### src/rtl/video_gen_pkg.sv
// -----------------------------------------------------------------------------
// video_gen_pkg
// Shared types and elaboration-time helpers for the video pattern generator.
//   pattern_t       : test pattern selector (H-ramp, V-ramp, checker, XOR)
//   gen_state_t     : transmitter run state
//   ceil_div()      : words needed to cover an active line
//   last_word_mask(): per-lane valid mask for the last active word of a line
// -----------------------------------------------------------------------------
package video_gen_pkg;

    typedef enum logic [1:0] {
        PAT_HRAMP   = 2'd0,
        PAT_VRAMP   = 2'd1,
        PAT_CHECKER = 2'd2,
        PAT_XOR     = 2'd3
    } pattern_t;

    typedef enum logic {
        ST_IDLE = 1'b0,
        ST_RUN  = 1'b1
    } gen_state_t;

    // Bit of pixel index / line index that toggles the checkerboard (32x32 tiles).
    localparam int CHECKER_BIT = 5;

    function automatic int ceil_div(input int num, input int den);
        return (num + den - 1) / den;
    endfunction

    function automatic int max_int(input int a, input int b);
        return (a > b) ? a : b;
    endfunction

    // Lanes holding real pixels in the last active word. A line that fills
    // its last word completely gets every lane; otherwise only the low
    // RES_X % PX_PER_CLK lanes carry pixels.
    function automatic logic [31:0] last_word_mask(input int res_x, input int px_per_clk);
        int rem;
        rem = res_x % px_per_clk;
        if (rem == 0) begin
            return 32'((64'd1 << px_per_clk) - 64'd1);
        end
        return 32'((64'd1 << rem) - 64'd1);
    endfunction

endpackage

### src/rtl/video_pattern_px.sv
// -----------------------------------------------------------------------------
// video_pattern_px
// Combinational pixel value for one lane of the pattern generator.
//   pattern : selected test pattern (latched at frame start by the caller)
//   p       : absolute pixel index within the line
//   y       : line index within the frame
//   px      : pixel value, truncated to PX_WIDTH LSBs
// P_W and Y_W must be at least CHECKER_BIT+1 so the checker bit exists.
// -----------------------------------------------------------------------------
module video_pattern_px
    import video_gen_pkg::*;
#(
    parameter int PX_WIDTH = 12,
    parameter int P_W      = 12,
    parameter int Y_W      = 11
) (
    input  pattern_t              pattern,
    input  logic [P_W-1:0]        p,
    input  logic [Y_W-1:0]        y,
    output logic [PX_WIDTH-1:0]   px
);

    logic [PX_WIDTH-1:0] p_t;
    logic [PX_WIDTH-1:0] y_t;

    assign p_t = PX_WIDTH'(p);
    assign y_t = PX_WIDTH'(y);

    always_comb begin
        // NOTE: px gets a default before the case so no path leaves it unassigned, which would infer a latch.
        px = '0;
        case (pattern)
            PAT_HRAMP:   px = p_t;
            PAT_VRAMP:   px = y_t;
            PAT_CHECKER: px = (p[CHECKER_BIT] ^ y[CHECKER_BIT]) ? '1 : '0;
            PAT_XOR:     px = p_t ^ y_t;
            default:     px = '0;
        endcase
    end

endmodule

### src/rtl/video_pattern_gen.sv
// -----------------------------------------------------------------------------
// video_pattern_gen
// Free-running video stream transmitter: PX_PER_CLK pixels per clock with
// per-lane valid, line/frame markers, H/V blanking and a selectable pattern.
//   clk_i          : clock
//   rst_i          : synchronous active-high reset
//   en_i           : run request, only looked at when idle or on the last
//                    word of a frame
//   pattern_i      : pattern select, latched at each frame start
//   px_data_o      : pixel lanes, lane 0 = leftmost pixel (invalid lanes 0)
//   px_data_val_o  : per-lane valid
//   line_start_o   : first word of an active line
//   line_end_o     : last word of an active line
//   frame_start_o  : first word of the frame (line 0, word 0)
//   frame_end_o    : last word of the last active line
// All outputs are registered; blanking and idle words are all zero.
// -----------------------------------------------------------------------------
module video_pattern_gen
    import video_gen_pkg::*;
#(
    parameter int PX_WIDTH   = 12,
    parameter int PX_PER_CLK = 4,
    parameter int RES_X      = 1936,
    parameter int TOTAL_X    = 2200,
    parameter int RES_Y      = 1096,
    parameter int TOTAL_Y    = 1125
) (
    input  logic                           clk_i,
    input  logic                           rst_i,
    input  logic                           en_i,
    input  logic [1:0]                     pattern_i,
    output logic [PX_PER_CLK*PX_WIDTH-1:0] px_data_o,
    output logic [PX_PER_CLK-1:0]          px_data_val_o,
    output logic                           line_start_o,
    output logic                           line_end_o,
    output logic                           frame_start_o,
    output logic                           frame_end_o
);

    localparam int W_ACT = ceil_div(RES_X, PX_PER_CLK);
    localparam int W_TOT = TOTAL_X / PX_PER_CLK;

    // Counter widths hold the totals themselves so that the "active" compares
    // stay correct when there is no blanking (RES == TOTAL).
    localparam int X_W  = max_int($clog2(W_TOT + 1), 1);
    localparam int Y_W  = max_int($clog2(TOTAL_Y + 1), 1);
    localparam int P_W  = max_int($clog2(TOTAL_X), CHECKER_BIT + 1);
    localparam int YP_W = max_int(Y_W, CHECKER_BIT + 1);

    localparam logic [X_W-1:0] X_LAST     = X_W'(W_TOT - 1);
    localparam logic [X_W-1:0] X_ACT      = X_W'(W_ACT);
    localparam logic [X_W-1:0] X_ACT_LAST = X_W'(W_ACT - 1);
    localparam logic [Y_W-1:0] Y_LAST     = Y_W'(TOTAL_Y - 1);
    localparam logic [Y_W-1:0] Y_ACT      = Y_W'(RES_Y);
    localparam logic [Y_W-1:0] Y_ACT_LAST = Y_W'(RES_Y - 1);

    localparam logic [PX_PER_CLK-1:0] LAST_MASK =
        PX_PER_CLK'(last_word_mask(RES_X, PX_PER_CLK));

    // ---------------------------------------------------------------------
    // Geometry sanity checks
    // ---------------------------------------------------------------------
    if (TOTAL_X % PX_PER_CLK != 0) begin : g_chk_total_x
        $error("TOTAL_X must be a multiple of PX_PER_CLK");
    end
    if (RES_X > TOTAL_X) begin : g_chk_res_x
        $error("RES_X must not exceed TOTAL_X");
    end
    if (RES_Y > TOTAL_Y) begin : g_chk_res_y
        $error("RES_Y must not exceed TOTAL_Y");
    end

    // ---------------------------------------------------------------------
    // State
    // ---------------------------------------------------------------------
    gen_state_t     state;
    logic [X_W-1:0] x;
    logic [Y_W-1:0] y;
    pattern_t       pat_q;

    // ---------------------------------------------------------------------
    // Per-lane pixel values for the word at (x, y)
    // ---------------------------------------------------------------------
    logic [PX_WIDTH-1:0] lane_px [PX_PER_CLK];

    for (genvar l = 0; l < PX_PER_CLK; l++) begin : g_lane
        logic [P_W-1:0] p;

        assign p = P_W'(x) * P_W'(PX_PER_CLK) + P_W'(l);

        video_pattern_px #(
            .PX_WIDTH (PX_WIDTH),
            .P_W      (P_W),
            .Y_W      (YP_W)
        ) u_px (
            .pattern (pat_q),
            .p       (p),
            .y       (YP_W'(y)),
            .px      (lane_px[l])
        );
    end

    // ---------------------------------------------------------------------
    // Next output word
    // ---------------------------------------------------------------------
    logic                           active;
    logic                           last_word;
    logic                           line_start_d;
    logic                           line_end_d;
    logic [PX_PER_CLK-1:0]          val_d;
    logic [PX_PER_CLK*PX_WIDTH-1:0] data_d;

    always_comb begin
        active       = (state == ST_RUN) && (y < Y_ACT) && (x < X_ACT);
        last_word    = (x == X_ACT_LAST);
        line_start_d = active && (x == '0);
        line_end_d   = active && last_word;
        val_d        = '0;
        data_d       = '0;
        if (active) begin
            val_d = last_word ? LAST_MASK : '1;
        end
        for (int l = 0; l < PX_PER_CLK; l++) begin
            if (val_d[l]) begin
                data_d[l*PX_WIDTH +: PX_WIDTH] = lane_px[l];
            end
        end
    end

    // ---------------------------------------------------------------------
    // FSM, raster counters and registered outputs
    // ---------------------------------------------------------------------
    always_ff @(posedge clk_i) begin
        if (rst_i) begin
            state         <= ST_IDLE;
            x             <= '0;
            y             <= '0;
            pat_q         <= PAT_HRAMP;
            px_data_o     <= '0;
            px_data_val_o <= '0;
            line_start_o  <= 1'b0;
            line_end_o    <= 1'b0;
            frame_start_o <= 1'b0;
            frame_end_o   <= 1'b0;
        end else begin
            // NOTE: non-blocking assignments so every term on the right reads the pre-edge value of state/x/y.
            px_data_o     <= data_d;
            px_data_val_o <= val_d;
            line_start_o  <= line_start_d;
            line_end_o    <= line_end_d;
            frame_start_o <= line_start_d && (y == '0);
            frame_end_o   <= line_end_d && (y == Y_ACT_LAST);

            case (state)
                ST_IDLE: begin
                    if (en_i) begin
                        state <= ST_RUN;
                        pat_q <= pattern_t'(pattern_i);
                    end
                end
                ST_RUN: begin
                    if (x == X_LAST) begin
                        x <= '0;
                        if (y == Y_LAST) begin
                            // Frame boundary: the only point where en_i and
                            // pattern_i are honoured while running.
                            y <= '0;
                            if (en_i) begin
                                pat_q <= pattern_t'(pattern_i);
                            end else begin
                                state <= ST_IDLE;
                            end
                        end else begin
                            y <= y + 1'b1;
                        end
                    end else begin
                        x <= x + 1'b1;
                    end
                end
                default: state <= ST_IDLE;
            endcase
        end
    end

endmodule

### config.mk
export PLATFORM = sky130hd
export DESIGN_NAME = video_pattern_gen
export DESIGN_NICKNAME = d
export VERILOG_FILES = /design/src/rtl/video_gen_pkg.sv /design/src/rtl/video_pattern_px.sv /design/src/rtl/video_pattern_gen.sv
export SDC_FILE = /design/constraint.sdc
export NUM_CORES = 1
export LEC_CHECK = 0
export ABC_AREA = 1
export CAP_MARGIN = 15
export CELL_PAD_IN_SITES_DETAIL_PLACEMENT = 0
export CELL_PAD_IN_SITES_GLOBAL_PLACEMENT = 1
export CORE_ASPECT_RATIO = 0.75
export CORE_MARGIN = 3
export CORE_UTILIZATION = 25
export CTS_BUF_LIST = sky130_fd_sc_hd__clkbuf_4
export DETAILED_ROUTE_END_ITERATION = 8
export GPL_ROUTABILITY_DRIVEN = 0
export GPL_TIMING_DRIVEN = 1
export PLACE_DENSITY_LB_ADDON = 0.1
export SYNTH_ARGS = -nofsm -noshare
export SYNTH_HDL_FRONTEND = slang
export SYNTH_SLANG_ARGS = --single-unit
### constraint.sdc
create_clock -name clk_i -period 1.8 [get_ports clk_i]
set_input_delay 0.27 -clock clk_i [delete_from_list [all_inputs] [get_ports clk_i]]
set_output_delay 0.27 -clock clk_i [all_outputs]
set_load 0.1 [all_outputs]
==> flow_summary.json <==
{
  "start_kind": "flip-flop",
  "grt_max_degree": 16,
  "clk_path_buf_depth": 2,
  "synth_top_family_by_area": "simple AND/OR/NAND/NOR gates",
  "outcome": "finished clean",
  "crit_fanout": 10,
  "ys_ff_latch": 43,
  "async_flop_share": 0,
  "fp.dieW_um": 124,
  "io_pins": 61,
  "grt_overflow": 0,
  "fin_skew_ns": 0.0113,
  "max_freq_ghz": 0.632,
  "path_clk_slew_ns": 0.14,
  "synth_fp_nets": 372,
  "drv_slew": 0,
  "root_buffer": "clkbuf_4",
  "synth_fa_ha_area_frac": 0.0240,
  "power.share.sequential": 0.499,
  "start_util": 0.263,
  "cap_viol_max_count": 0,
  "syn_inst": 362,
  "tightest_slew_ns": 0.450,
  "antenna_found_initial": 0,
  "cp_slowest_cell": "dfxtp_1",
  "dr.first_iter.drc_count": 140,
  "io_buffers": 60,
  "syn_to_final_growth_pct": 41.8,
  "critPathRequiredTime_ns": 2.07,
  "htreeDepth": 2,
  "hold_class": "in2reg",
  "route.detailed.drc": 0,
  "power.density_nw_per_um2": 540,
  "die-area_um2": 11700,
  "synth_area_um2": 2600,
  "drive_gt1_frac": 0.304,
  "grt.total_usage": 0.141,
  "fin_crit_sh": 0.879,
  "swShare": 0.313,
  "path_cells": "nand2_1 -> nand3_2 -> clkinv_1 -> a211oi_1 -> nor2_2",
  "dp_hpwl_um": 6640,
  "ir_drop_mv": 0.302,
  "route.vias.total": 2443,
  "yosys.area_share.simple": 0.331,
  "wl_per_cell_um": 14.9,
  "p_switching_mw": 0.622,
  "tns_ns": 0,
  "wl_um": 8000,
  "stdcell_count": 538,
  "rsz0062_at_grt": "false",
  "cts_buffers": 5,
  "setup_viol_count_final": 0,
  "cts_tree": "built",
  "slew_headroom": 0.696,
  "layout.nets": 414,
  "dpl-instance-area_um2": 3610,
  "dr.pass1.iters": 4,
  "p_leak_nw": 1.49,
  "synth_ff_type": "dfxtp_1",
  "cts.sinks": 43,
  "design.core.area_um2": 9890,
  "fill_cells": 1049,
  "ys.warnings.count": 0,
  "cp.arrival_ns": 1.85,
  "dp_cells": 529,
  "grt_pass1_wl_um": 12700,
  "seq_area_um2": 862,
  "p_total_mw": 1.99,
  "drtAntennaViolNets": 0,
  "synth_enable_flop_cells": 0,
  "critPathCaptureType": "flip-flop",
  "syn_avg_cell_area_um2": 7.19,
  "synth_compound_area_frac": 0.103,
  "clock_latency_ns": 0.37,
  "internal_power_mw": 1.37,
  "final_common_cell": "nand2_1",
  "comb_power_share": 0.186,
  "slowest_delay_ns": 0.56,
  "synthMuxAreaShare": 0,
  "synth.distinct_cells": 33,
  "crit_type": "reg2reg",
  "layout_common_cells": "nand2_1 (53), inv_1 (47), buf_12 (45)",
  "fin_area_um2": 3690,
  "multiInputGateArea_um2": 1220,
  "dieHeight_um": 94.4,
  "power_frac_clock": 0.314,
  "final.min_clock_period_ns": 1.58,
  "grt_pass1_vias": 2316,
  "synth-seq-area-share": 0.331,
  "final_hold_viol_count": 0,
  "synth_xor_area_frac": 0.0101,
  "via_per_inst": 4.54,
  "row_count": 31
}
## synthesized netlist by cell type (3+ instances only)
cell type	count	area, um2
o21ai_1	3	15.0
dfxtp_1	43	861
ha_1	5	62.6
xor2_1	3	26.3
buf_4	39	293
a21oi_1	20	100
nor3_1	6	30.0
nor2_4	3	33.8
nor3_2	3	30.0
nand2_1	53	199
inv_2	3	11.3
nor2_2	17	106
nand4_1	18	113
a211oi_1	4	30.0
o22ai_1	7	43.8
o21ai_0	11	55.1
inv_1	47	176
clkbuf_1	3	11.3
nor2_1	33	124
nand3_1	19	95.1
nand2_2	6	37.5
## stage by stage
stage	utilization	setup WS (ns)	hold WS (ns)
after global routing	0.373	0.0861	0.586
after floorplan	-	0.138	0.339
final	0.373	0.218	0.579
after detailed placement	0.365	0.207	0.566
after CTS	0.373	0.168	0.563
after global placement	0.365	0.140	0.557
## worst paths after layout
path / startpoint / endpoint / slack [ns] / cells after the start
worst max-delay path: x[3] / px_data_o[25] / 0.22 / 5
worst min-delay path: pattern_i[1] / pat_q[1] / 0.58 / 5
worst max register to register: x[3] / px_data_o[25] / 0.22 / 5
worst min register to register: x[6] / x[8] / 0.59 / 2
## timing repair
item / CTS / global route
gates resized for setup: 0 / 1
endpoints found under the setup margin: 0 / 1
hold buffers: 0 / 0
setup buffers: 0 / 0
## critical path, delay by kind of cell (launching register included)
kind | cells | cell delay (ns)
flip-flops | 1 | 0.56
AO/OA/AOI/OAI | 1 | 0.32
buffers and inverters | 1 | 0.27
AND/OR/NAND/NOR | 3 | 0.33
## power groups by stage
stage | clock network, mW | logic, mW | registers [mW]
after floorplan | 0 | 0.203 | 1.07
after global placement | 0 | 0.374 | 1.01
after detailed placement | 0 | 0.371 | 1.01
after CTS | 0.658 | 0.372 | 0.994
after global routing | 0.698 | 0.391 | 0.998
final | 0.626 | 0.371 | 0.994
## layer usage
layer	part of all wire	up-vias	global-route usage
met2	0.40	97	0.208
met4	0.014	0	0.0304
met3	0.074	9	0.0311
met1	0.51	1117	0.207
li1	-	1220	-
met5	0	-	0
## sequential cells by signal, indices dropped and copies added, names as in the netlist
register	flops
frame_end_o	1
frame_start_o	1
line_end_o	1
line_start_o	1
pat_q	2
px_data_o	14
px_data_val_o	1
state	1
x	10
y	11
## cells by family (layout without fill, tap and decap cells)
kind of cell / Yosys count / in the layout
adder cells (fa/ha/maj): 5 / 5
AND/OR/NAND/NOR: 167 / 167
AO/OA/AOI/OAI: 48 / 48
buffers and inverters: 96 / 139
other: 0 / 1
XOR/XNOR: 3 / 3
flip-flops: 43 / 43
## layout make-up
cell class / count / area share
Multi-Input combinational cell: 223 / 0.330
Tap cell: 132 / 0.0448
Clock inverter: 3 / 0.0105
Sequential cell: 43 / 0.234
Timing Repair Buffer: 80 / 0.318
Clock buffer: 5 / 0.0102
Inverter: 51 / 0.0519
Antenna cell: 1 / 0.000678
Power figures use the tool's default switching activity.
